File: src/rtl/dpa_tap_scan_ctrl.sv
// Dynamic-phase-alignment tap scan: sweeps the master tap 0..63, finds the widest stable
// data window and parks the master tap at its centre with the slave tap at a fixed offset.
module dpa_tap_scan_ctrl #(
  parameter int unsigned SETTLE_CYC   = 4,
  parameter int unsigned SAMPLE_CYC   = 8,
  parameter int unsigned SLAVE_OFFSET = 11,
  parameter int unsigned MIN_WIN      = 4
) (
  input  logic       clk,
  input  logic       rst,
  input  logic       start,
  input  logic [7:0] M_data_In,
  input  logic [7:0] S_data_In,
  output logic [5:0] M_delay_val_Out,
  output logic [5:0] S_delay_val_Out,
  output logic       busy,
  output logic       done,
  output logic       locked,
  output logic       fail,
  output logic [5:0] win_start,
  output logic [6:0] win_len,
  output logic [7:0] lock_word_m,
  output logic [7:0] lock_word_s
);

  typedef enum logic [3:0] {
    StIdle, StSet, StSettle, StSample, StEval, StCenter, StVsettle, StVerify, StFin
  } state_e;

  localparam logic [3:0] SettleLast = 4'(SETTLE_CYC - 1);
  localparam logic [3:0] SampleLast = 4'(SAMPLE_CYC - 1);
  localparam logic [6:0] SlaveOff   = 7'(SLAVE_OFFSET);
  localparam logic [6:0] MinWin     = 7'(MIN_WIN);

  state_e     state_q, state_d;
  logic [3:0] cnt_q, cnt_d;
  logic [5:0] m_tap_q, m_tap_d, s_tap_q, s_tap_d;
  logic [7:0] ref_q, ref_d, prev_q, prev_d;
  logic       unstable_q, unstable_d;
  logic       run_open_q, run_open_d;
  logic [5:0] run_start_q, run_start_d, best_start_q, best_start_d, win_start_q, win_start_d;
  logic [6:0] run_len_q, run_len_d, best_len_q, best_len_d, win_len_q, win_len_d;
  logic [7:0] lock_m_q, lock_m_d, lock_s_q, lock_s_d;
  logic       locked_q, locked_d, fail_q, fail_d;

  logic       good, close_run;
  logic [5:0] close_start;
  logic [6:0] close_len, center, s_sum;

  // Window centre and saturated slave tap, computed in 7 bits so the sum never wraps.
  assign center = {1'b0, best_start_q} + ((best_len_q - 7'd1) >> 1);
  assign s_sum  = center + SlaveOff;

  always_comb begin
    state_d      = state_q;
    cnt_d        = cnt_q;
    m_tap_d      = m_tap_q;
    s_tap_d      = s_tap_q;
    ref_d        = ref_q;
    prev_d       = prev_q;
    unstable_d   = unstable_q;
    run_open_d   = run_open_q;
    run_start_d  = run_start_q;
    run_len_d    = run_len_q;
    best_start_d = best_start_q;
    best_len_d   = best_len_q;
    win_start_d  = win_start_q;
    win_len_d    = win_len_q;
    lock_m_d     = lock_m_q;
    lock_s_d     = lock_s_q;
    locked_d     = locked_q;
    fail_d       = fail_q;
    done         = 1'b0;
    good         = 1'b0;
    close_run    = 1'b0;
    close_start  = '0;
    close_len    = '0;

    unique case (state_q)
      StIdle: begin
        if (start) begin
          state_d      = StSet;
          locked_d     = 1'b0;
          fail_d       = 1'b0;
          best_start_d = '0;
          best_len_d   = '0;
          run_open_d   = 1'b0;
          run_start_d  = '0;
          run_len_d    = '0;
          win_start_d  = '0;
          win_len_d    = '0;
          m_tap_d      = '0;
          s_tap_d      = '0;
        end
      end
      StSet: begin
        cnt_d      = '0;
        unstable_d = 1'b0;
        state_d    = StSettle;
      end
      StSettle, StVsettle: begin
        if (cnt_q == SettleLast) begin
          cnt_d   = '0;
          state_d = (state_q == StSettle) ? StSample : StVerify;
        end else begin
          cnt_d = cnt_q + 4'd1;
        end
      end
      StSample: begin
        if (cnt_q == '0) ref_d = M_data_In;
        else if (M_data_In != ref_q) unstable_d = 1'b1;
        if (cnt_q == SampleLast) state_d = StEval;
        else cnt_d = cnt_q + 4'd1;
      end
      StEval: begin
        prev_d = ref_q;
        good   = !unstable_q && ((m_tap_q == 6'd0) || (ref_q == prev_q));
        if (good) begin
          if (run_open_q) begin
            run_len_d = run_len_q + 7'd1;
          end else begin
            run_open_d  = 1'b1;
            run_start_d = m_tap_q;
            run_len_d   = 7'd1;
          end
          // A run still open at the last tap must close here.
          if (m_tap_q == 6'd63) begin
            close_run   = 1'b1;
            close_start = run_open_q ? run_start_q : m_tap_q;
            close_len   = run_len_d;
            run_open_d  = 1'b0;
          end
        end else if (run_open_q) begin
          close_run   = 1'b1;
          close_start = run_start_q;
          close_len   = run_len_q;
          run_open_d  = 1'b0;
        end
        if (close_run && (close_len > best_len_q)) begin
          best_start_d = close_start;
          best_len_d   = close_len;
        end
        if (m_tap_q == 6'd63) begin
          state_d = StCenter;
        end else begin
          m_tap_d = m_tap_q + 6'd1;
          s_tap_d = m_tap_q + 6'd1;
          state_d = StSet;
        end
      end
      StCenter: begin
        win_start_d = best_start_q;
        win_len_d   = best_len_q;
        if (best_len_q < MinWin) begin
          fail_d  = 1'b1;
          done    = 1'b1;
          state_d = StIdle;
        end else begin
          m_tap_d = center[5:0];
          s_tap_d = (s_sum > 7'd63) ? 6'd63 : s_sum[5:0];
          cnt_d   = '0;
          state_d = StVsettle;
        end
      end
      StVerify: begin
        if (cnt_q == '0) begin
          lock_m_d = M_data_In;
          lock_s_d = S_data_In;
        end else if (M_data_In != lock_m_q) begin
          fail_d = 1'b1;
        end
        if (cnt_q == SampleLast) state_d = StFin;
        else cnt_d = cnt_q + 4'd1;
      end
      StFin: begin
        done     = 1'b1;
        locked_d = !fail_q;
        state_d  = StIdle;
      end
      default: state_d = StIdle;
    endcase
  end

  always_ff @(posedge clk or posedge rst) begin
    if (rst) begin
      state_q      <= StIdle;
      cnt_q        <= '0;
      m_tap_q      <= '0;
      s_tap_q      <= '0;
      ref_q        <= '0;
      prev_q       <= '0;
      unstable_q   <= 1'b0;
      run_open_q   <= 1'b0;
      run_start_q  <= '0;
      run_len_q    <= '0;
      best_start_q <= '0;
      best_len_q   <= '0;
      win_start_q  <= '0;
      win_len_q    <= '0;
      lock_m_q     <= '0;
      lock_s_q     <= '0;
      locked_q     <= 1'b0;
      fail_q       <= 1'b0;
    end else begin
      state_q      <= state_d;
      cnt_q        <= cnt_d;
      m_tap_q      <= m_tap_d;
      s_tap_q      <= s_tap_d;
      ref_q        <= ref_d;
      prev_q       <= prev_d;
      unstable_q   <= unstable_d;
      run_open_q   <= run_open_d;
      run_start_q  <= run_start_d;
      run_len_q    <= run_len_d;
      best_start_q <= best_start_d;
      best_len_q   <= best_len_d;
      win_start_q  <= win_start_d;
      win_len_q    <= win_len_d;
      lock_m_q     <= lock_m_d;
      lock_s_q     <= lock_s_d;
      locked_q     <= locked_d;
      fail_q       <= fail_d;
    end
  end

  assign M_delay_val_Out = m_tap_q;
  assign S_delay_val_Out = s_tap_q;
  assign busy            = (state_q != StIdle);
  assign locked          = locked_q;
  assign fail            = fail_q;
  assign win_start       = win_start_q;
  assign win_len         = win_len_q;
  assign lock_word_m     = lock_m_q;
  assign lock_word_s     = lock_s_q;

endmodule
File: config.mk
export PLATFORM = sky130hd
export DESIGN_NAME = dpa_tap_scan_ctrl
export DESIGN_NICKNAME = d
export VERILOG_FILES = /design/src/rtl/dpa_tap_scan_ctrl.sv
export SDC_FILE = /design/constraint.sdc
export NUM_CORES = 1
export LEC_CHECK = 0
export CAP_MARGIN = 20
export CORE_UTILIZATION = 30
export DETAILED_ROUTE_END_ITERATION = 16
export HOLD_SLACK_MARGIN = 0.15
export SLEW_MARGIN = 5
export SYNTH_ARGS = -nofsm -noshare
export SYNTH_HDL_FRONTEND = slang
export SYNTH_SLANG_ARGS = --single-unit
File: constraint.sdc
create_clock -name clk -period 4.1 [get_ports clk]
set_clock_uncertainty 0.1 [all_clocks]
set_input_delay 0.82 -clock clk [delete_from_list [all_inputs] [get_ports clk]]
set_output_delay 0.82 -clock clk [all_outputs]
set_load 0.05 [all_outputs]
# Word-level counts from Yosys, hierarchy flattened
# Cells that the tools add are included.
op_classes:
  add_sub_neg: 6
  magnitude_cmp: 3
  reduce_logical: 30
  n_mux: 57
  eq_ne: 28
ops:
  columns: ["op", "n"]
  rows:
  - ["6-bit 2-to-1 mux", 11]
  - ["7-bit 2-to-1 mux", 8]
  - ["7-bit case mux with 2 select lines", 3]
  - ["6-bit case mux with 2 select lines", 3]
  - ["6-bit case mux with 3 select lines", 2]
  - ["4-bit 2-to-1 mux", 7]
  - ["2-bit inequality test, second input constant", 14]
  - ["4-bit case mux with 7 select lines", 1]
  - ["4-bit by 3-bit equality test with 1-bit output, second input constant", 5]
  - ["8-bit inequality test", 2]
  - ["4-bit case mux with 4 select lines", 1]
  - ["1-bit 2-to-1 mux", 13]
  - ["4-bit by 2-bit equality test with 1-bit output, second input constant", 3]
  - ["3-bit AND reduction", 4]
  - ["2-bit AND reduction", 5]
  - ["3-bit 2-to-1 mux", 3]
  - ["8-bit equality test", 1]
  - ["4-bit zero test", 2]
  - ["1-bit case mux with 2 select lines", 4]
  - ["4-bit AND reduction", 2]
  - ["2-bit nonzero test", 4]
  - ["4-bit nonzero test", 2]
  - ["6-bit by 6-bit adder with 7-bit output", 1]
  - ["7-bit by 1-bit adder with 7-bit output, second input constant", 1]
  - ["other kinds (18)", 22]
word_totals:
  elab_cells: 142
  ff_bits: 95
  output_inout_bits: 45

# Longest topological paths before layout
logic_depth:
  depth_word: 9
  mapped_depth: 17
  ltp_nobuf: 15

# Worst setup path after synthesis
# Ideal clock, no wire load.
synth_path:
  path_type: "reg2reg"
  from: "register m_tap_q[0] (netlist: M_delay_val_Out[0])"
  to: "register best_len_q[0]"
  path_buffers: 1
  slack_ns: 0.507
  t_arrival_ns: 3.368
  required_ns: 3.875
  stages_incl_launch_ff: 15
  path_cell_list: "dfrtp_1 ha_1 and3_1 nand3_1 nor3_1 nand3b_1 a21boi_0 ha_1 o21ai_0 nand2b_1 a21oi_1 o21ai_0 o211ai_4 buf_6 mux2_4"
synth_via:
  elab_chain_len: 9
  word_cells_on_any_way: 16
  cone_classes: "order compare (1); eq/ne (2); mux (8); reduce/logical (5)"
synth_lines:
  columns: ["item", "line_no", "source"]
  rows:
  - ["start, declared", "37", "logic [5:0] m_tap_q, m_tap_d, s_tap_q, s_tap_d;"]
  - ["start signal, assigned", "207", "m_tap_q <= m_tap_d;"]
  - ["6-bit zero test", "117", "good = !unstable_q && ((m_tap_q == 6'd0) || (ref_q == prev_q));"]
  - ["1-bit logical OR", "117", null]
  - ["1-bit logical AND", "117", null]
  - ["7-bit 2-to-1 mux", "118", "if (good) begin"]
  - ["7-bit 2-to-1 mux", "79", "unique case (state_q)"]
  - ["7-bit > comparator", "139", "if (close_run && (close_len > best_len_q)) begin"]
  - ["1-bit logical AND", "139", null]
  - ["2-bit inequality test (no line)", null, null]
  - ["3-bit AND reduction (no line)", null, null]
  - ["end signal, assigned", "216", "best_len_q <= best_len_d;"]
  - ["end, declared", "42", "logic [6:0] run_len_q, run_len_d, best_len_q, best_len_d, win_len_q, win_len_d;"]
# Several ways; a longest one is shown, not always the timed one. The select of a mux whose other input is x is not followed.
# A chain may end at the register's enable or synchronous reset.

# Worst setup path after layout
layout_path:
  from: "register m_tap_q[0] (netlist: M_delay_val_Out[0])"
  to: "register best_start_q[0]"
layout_via:
  elab_chain_len: 9
  word_cells_on_any_way: 19
  cone_classes: "order compare (1); eq/ne (2); mux (11); reduce/logical (5)"
layout_lines:
  columns: ["item", "line_no", "source"]
  rows:
  - ["6-bit zero test", "117", null]
  - ["1-bit logical OR", "117", null]
  - ["1-bit logical AND", "117", null]
  - ["7-bit 2-to-1 mux", "118", null]
  - ["7-bit 2-to-1 mux", "79", null]
  - ["7-bit > comparator", "139", null]
  - ["1-bit logical AND", "139", null]
  - ["2-bit inequality test (no line)", null, null]
  - ["3-bit AND reduction (no line)", null, null]
  - ["end signal, assigned", "215", "best_start_q <= best_start_d;"]
  - ["end, declared", "41", "logic [5:0] run_start_q, run_start_d, best_start_q, best_start_d, win_start_q, win_start_d;"]
# Several ways; a longest one is shown, not always the timed one. The select of a mux whose other input is x is not followed.

==> summary.md <==
| Metric | Value |
|---|---|
| Detailed-route DRC error count | `0` |
| Syn_nets | `~620` |
| Critical path class | `flip-flop to flip-flop` |
| Die Y-Extent | `138 um` |
| Post-synth EDFFs | `0` |
| Slowest stage delay, CP | `approximately 470 ps` |
| # nets final | `roughly 680` |
| Cell row count | `49` |
| Final Core Density | `37.2%` |
| Worst Path Buf+Inv | `1` |
| Post-synth top area cell | `dfrtp_1` |
| Initial antenna violation count | `0` |
| Worst setup path start | `M_delay_val_Out[0]` |
| Sequential-to-total area share from yosys stat | `between 40% and 50%` |
| Drt initial violations | `222` |
| Worst reg-to-reg path cell count | `15` |
| Largest family of logic cells by synthesized area | `simple AND/OR/NAND/NOR gates` |
| Simple-Gate Fraction of Synth Area | `17.6%` |
| Ys Warns | `0` |
| Share of cells above drive strength 1 | `11.0%` |
| Hold Buf Count CTS | `0` |
| Minimum clock period | `about 3800 ps` |
| Vias in the first global route | `4237` |
| Slew Viols, Final | `0` |
| DRT Pass-1 Iters | `5` |
| Core area | `roughly 18000 um2` |
| Total die area | `roughly 19000 um2` |
| Ys flop type | `dfrtp_1` |
| Initial Utilization | `a little over 30%` |
| Wirelength per Cell | `roughly 15 um` |
| Status | `completed` |
| Cell chain of the critical path | `inv_1 > ha_1 > nor4b_2 > a22oi_2 > or2_1 > nand2_1 > a21boi_0 > ha_1 > nor2b_1 > o21ai_0 > nand2b_1 > a21oi_1 > o21ai_0 > o211ai_4 > mux2_2` |
| Worst vdd ir | `approximately 0.00046 V` |
| Worst EP arrival | `3890 ps` |
| GPL Wtd Cong | `approximately 0.82` |
| CP top delay family | `compound AO/OA/AOI/OAI gates` |
| DP Area | `around 6400 um2` |
| Synthesized instance count | `about 580` |
| Synthesis-to-layout area growth | `21.4%` |
| Startpoint Class | `flip-flop` |
| Clock tree from TritonCTS | `done` |
| # setup viols final | `0` |
| H-tree Lvls | `3` |
| Ant diodes | `0` |
| Clock sinks | `95` |
| Met1 WL | `around 6500 um` |
| Root Buffer | `clkbuf_16` |
| DP Wirelength | `approximately 9500 um` |
| Worst rel slew slack | `roughly 41%` |
| HP Class | `flip-flop to flip-flop` |
| Post CTS Setup Buffer Count | `0` |
| Worst r2r src | `M_delay_val_Out[0]` |
| Final period util | `91.5%` |
| Top cell type's share of synthesized area | `a little over two fifths` |
| Mean Syn Cell Area | `~9.6 um2` |
| Syn Std Cell Area | `roughly 5500 um2` |
| Max Used Layer | `met4` |
| Total CTS buffers | `9` |
| Maxcap violations | `0` |
| #FFs+latches synth | `between 90 and 100` |
| Async set or reset register ratio after synthesis | `100%` |
| Routed wire length | `between 10000 and 15000 um` |
| Reg2Reg Setup Slack | `350 ps` |
| Crit path depth | `15` |
| Vias/cell | `5.02` |
| Die width | `138 um` |
| Routed length on met2 | `about 5900 um` |
| Final Hold Vio Count | `0` |
| RSZ-0062 raised after global routing | `no` |
| Area contributors post-synth | `dfrtp_1, mux2_2, nand2_1, ha_1, xor2_1` |
| # IOs | `between 60 and 70` |
| Worst R2R End | `best_start_q[0]` |
| Crit end category | `flip-flop` |
| Most common cell in the netlist | `dfrtp_1` |
| Total track usage | `between 10% and 20%` |
| Distinct cells, synth | `between 70 and 80` |
| Synth Area in Compound Gates | `15.7%` |
| Met3 wire len | `590 um` |
| Via count | `4351` |
| Total grt overflow | `0` |
| Buffers on Ports | `63` |
| Fill count | `about 1.8k` |
| Maximum clock rate | `about 0.27 GHz` |
| Worst-Margin Slew | `889 ps` |
| Synth Area in XOR/XNOR | `approximately 6.2%` |
| Pin count of the biggest net entering global routing | `55` |
| Power per cell area | `735 nW/um2` |
| Clk Latency, worst-skew pair | `350 ps` |
| Area share of fa/ha/maj cells after synthesis | `5.12%` |
| Top post-synthesis cells by count | `dfrtp_1, nand2_1, o21ai_0, a21oi_1, nor2_1` |
| Clock slew at reported path FFs | `about 60 ps` |
| CP max-delay cell | `dfrtp_1` |
| ANT nets after route | `0` |
| Post_cts resized | `0` |
| Max FO, Critical Path | `13` |
| First-pass GRT wire length | `between 20000 and 25000 um` |
| Fin area | `about 6700 um2` |
| Mux share of post-synthesis cell area | `8.14%` |
| P_leak | `between 2 and 3 nW` |
| Setup TNS | `0 ps` |
| Worst Setup EP | `best_start_q[0]` |
| Max Root-Sink Buffers | `2` |
| WP data required | `4240 ps` |
| Power, Total | `~4.9 mW` |
tightest hold or removal path: cells and delay by family, from the launching register on:
| kind | cells | cell delay, ps |
|---|---|---|
| DFF | 1 | 340 |
| AOI/OAI and AO/OA | 1 | 60 |
| and+or+nand+nor | 1 | 40 |
where the power goes:
| group | switching [mW] | leakage, nW | total [mW] | internal (mW) |
|---|---|---|---|---|
| Clock | 0.368 | 0.146 | 0.899 | 0.531 |
| Combinational | 1.49 | 1.49 | 2.41 | 0.922 |
| Sequential | 0.342 | 1.22 | 1.61 | 1.27 |
| Total | 2.20 | 2.85 | 4.92 | 2.73 |
cell usage in the layout (no fill, tap or decap), drive strengths merged, types with 3 or more instances in the layout:
cell           synthesis  routed
dfrtp                 95      95
nand2                 76      76
clkdlybuf4s50          0      63
o21ai                 49      49
a21oi                 40      40
nor2                  36      36
inv                   31      32
mux2                  32      32
xor2                  27      27
ha                    21      21
nand3                 17      17
xnor2                 12      12
nor3                  11      11
clkbuf                15      11
nor2b                  9       9
nor4                   9       9
mux2i                  7       7
buf                    7       7
and3                   6       6
nor3b                  5       5
a22o                   5       5
o22ai                  4       4
nand2b                 4       4
o22a                   4       4
a22oi                  4       4
a211oi                 3       3
or3                    3       3
a31oi                  3       3
a21boi                 3       3
metal layers:
metal	vias up	global-route usage, %
met5	-	0
met4	0	3.48
met3	11	4.71
met2	86	23.1
met1	2108	20.6
li1	2146	-
logic make-up after synthesis:
group / after synthesis
simple gates: 189
mux: 39
buf+inv: 54
flops: 95
xor+xnor: 39
compound gates: 137
fa+ha+maj: 22
state kept, by name (all words and copies together) (netlist names), 4 cells and up:
signal           flops
lock_word_s          8
lock_word_m          8
best_start_q         6
run_start_q          6
win_start            6
M_delay_val_Out      6
cnt_q                4
win_len              7
ref_q                8
state_q              4
run_len_q            7
prev_q               8
best_len_q           7
S_delay_val_Out      6
worst min-delay path by stage:
stage,endpoint,from,depth (start not counted),slack (ps)
after CTS,win_start[1],win_start[1],2,390
after floorplan,prev_q[0],prev_q[0],2,370
after global placement,win_start[1],win_start[1],2,370
after global routing,win_start[1],win_start[1],2,410
final,win_start[1],win_start[1],2,380
after detailed placement,win_start[1],win_start[1],2,370
per-stage QoR:
step                      hold WS (ps)  setup slack [ps]  std cells
final                              376               347        866
after global routing               407              27.4        866
after CTS                          386               306        866
after detailed placement           372               348        852
after global placement             368               395        852
after floorplan                    366               507        575
layout make-up:
class | count | area [um2] | share of cell area (%)
Inverter | 32 | 123 | 1.83
Multi-Input combinational cell | 426 | 2910 | 43.5
Clock inverter | 3 | 68.8 | 1.03
Clock buffer | 11 | 233 | 3.48
Tap cell | 229 | 287 | 4.28
Sequential cell | 95 | 2380 | 35.5
Timing Repair Buffer | 70 | 696 | 10.4
Power figures use the tool's default switching activity.
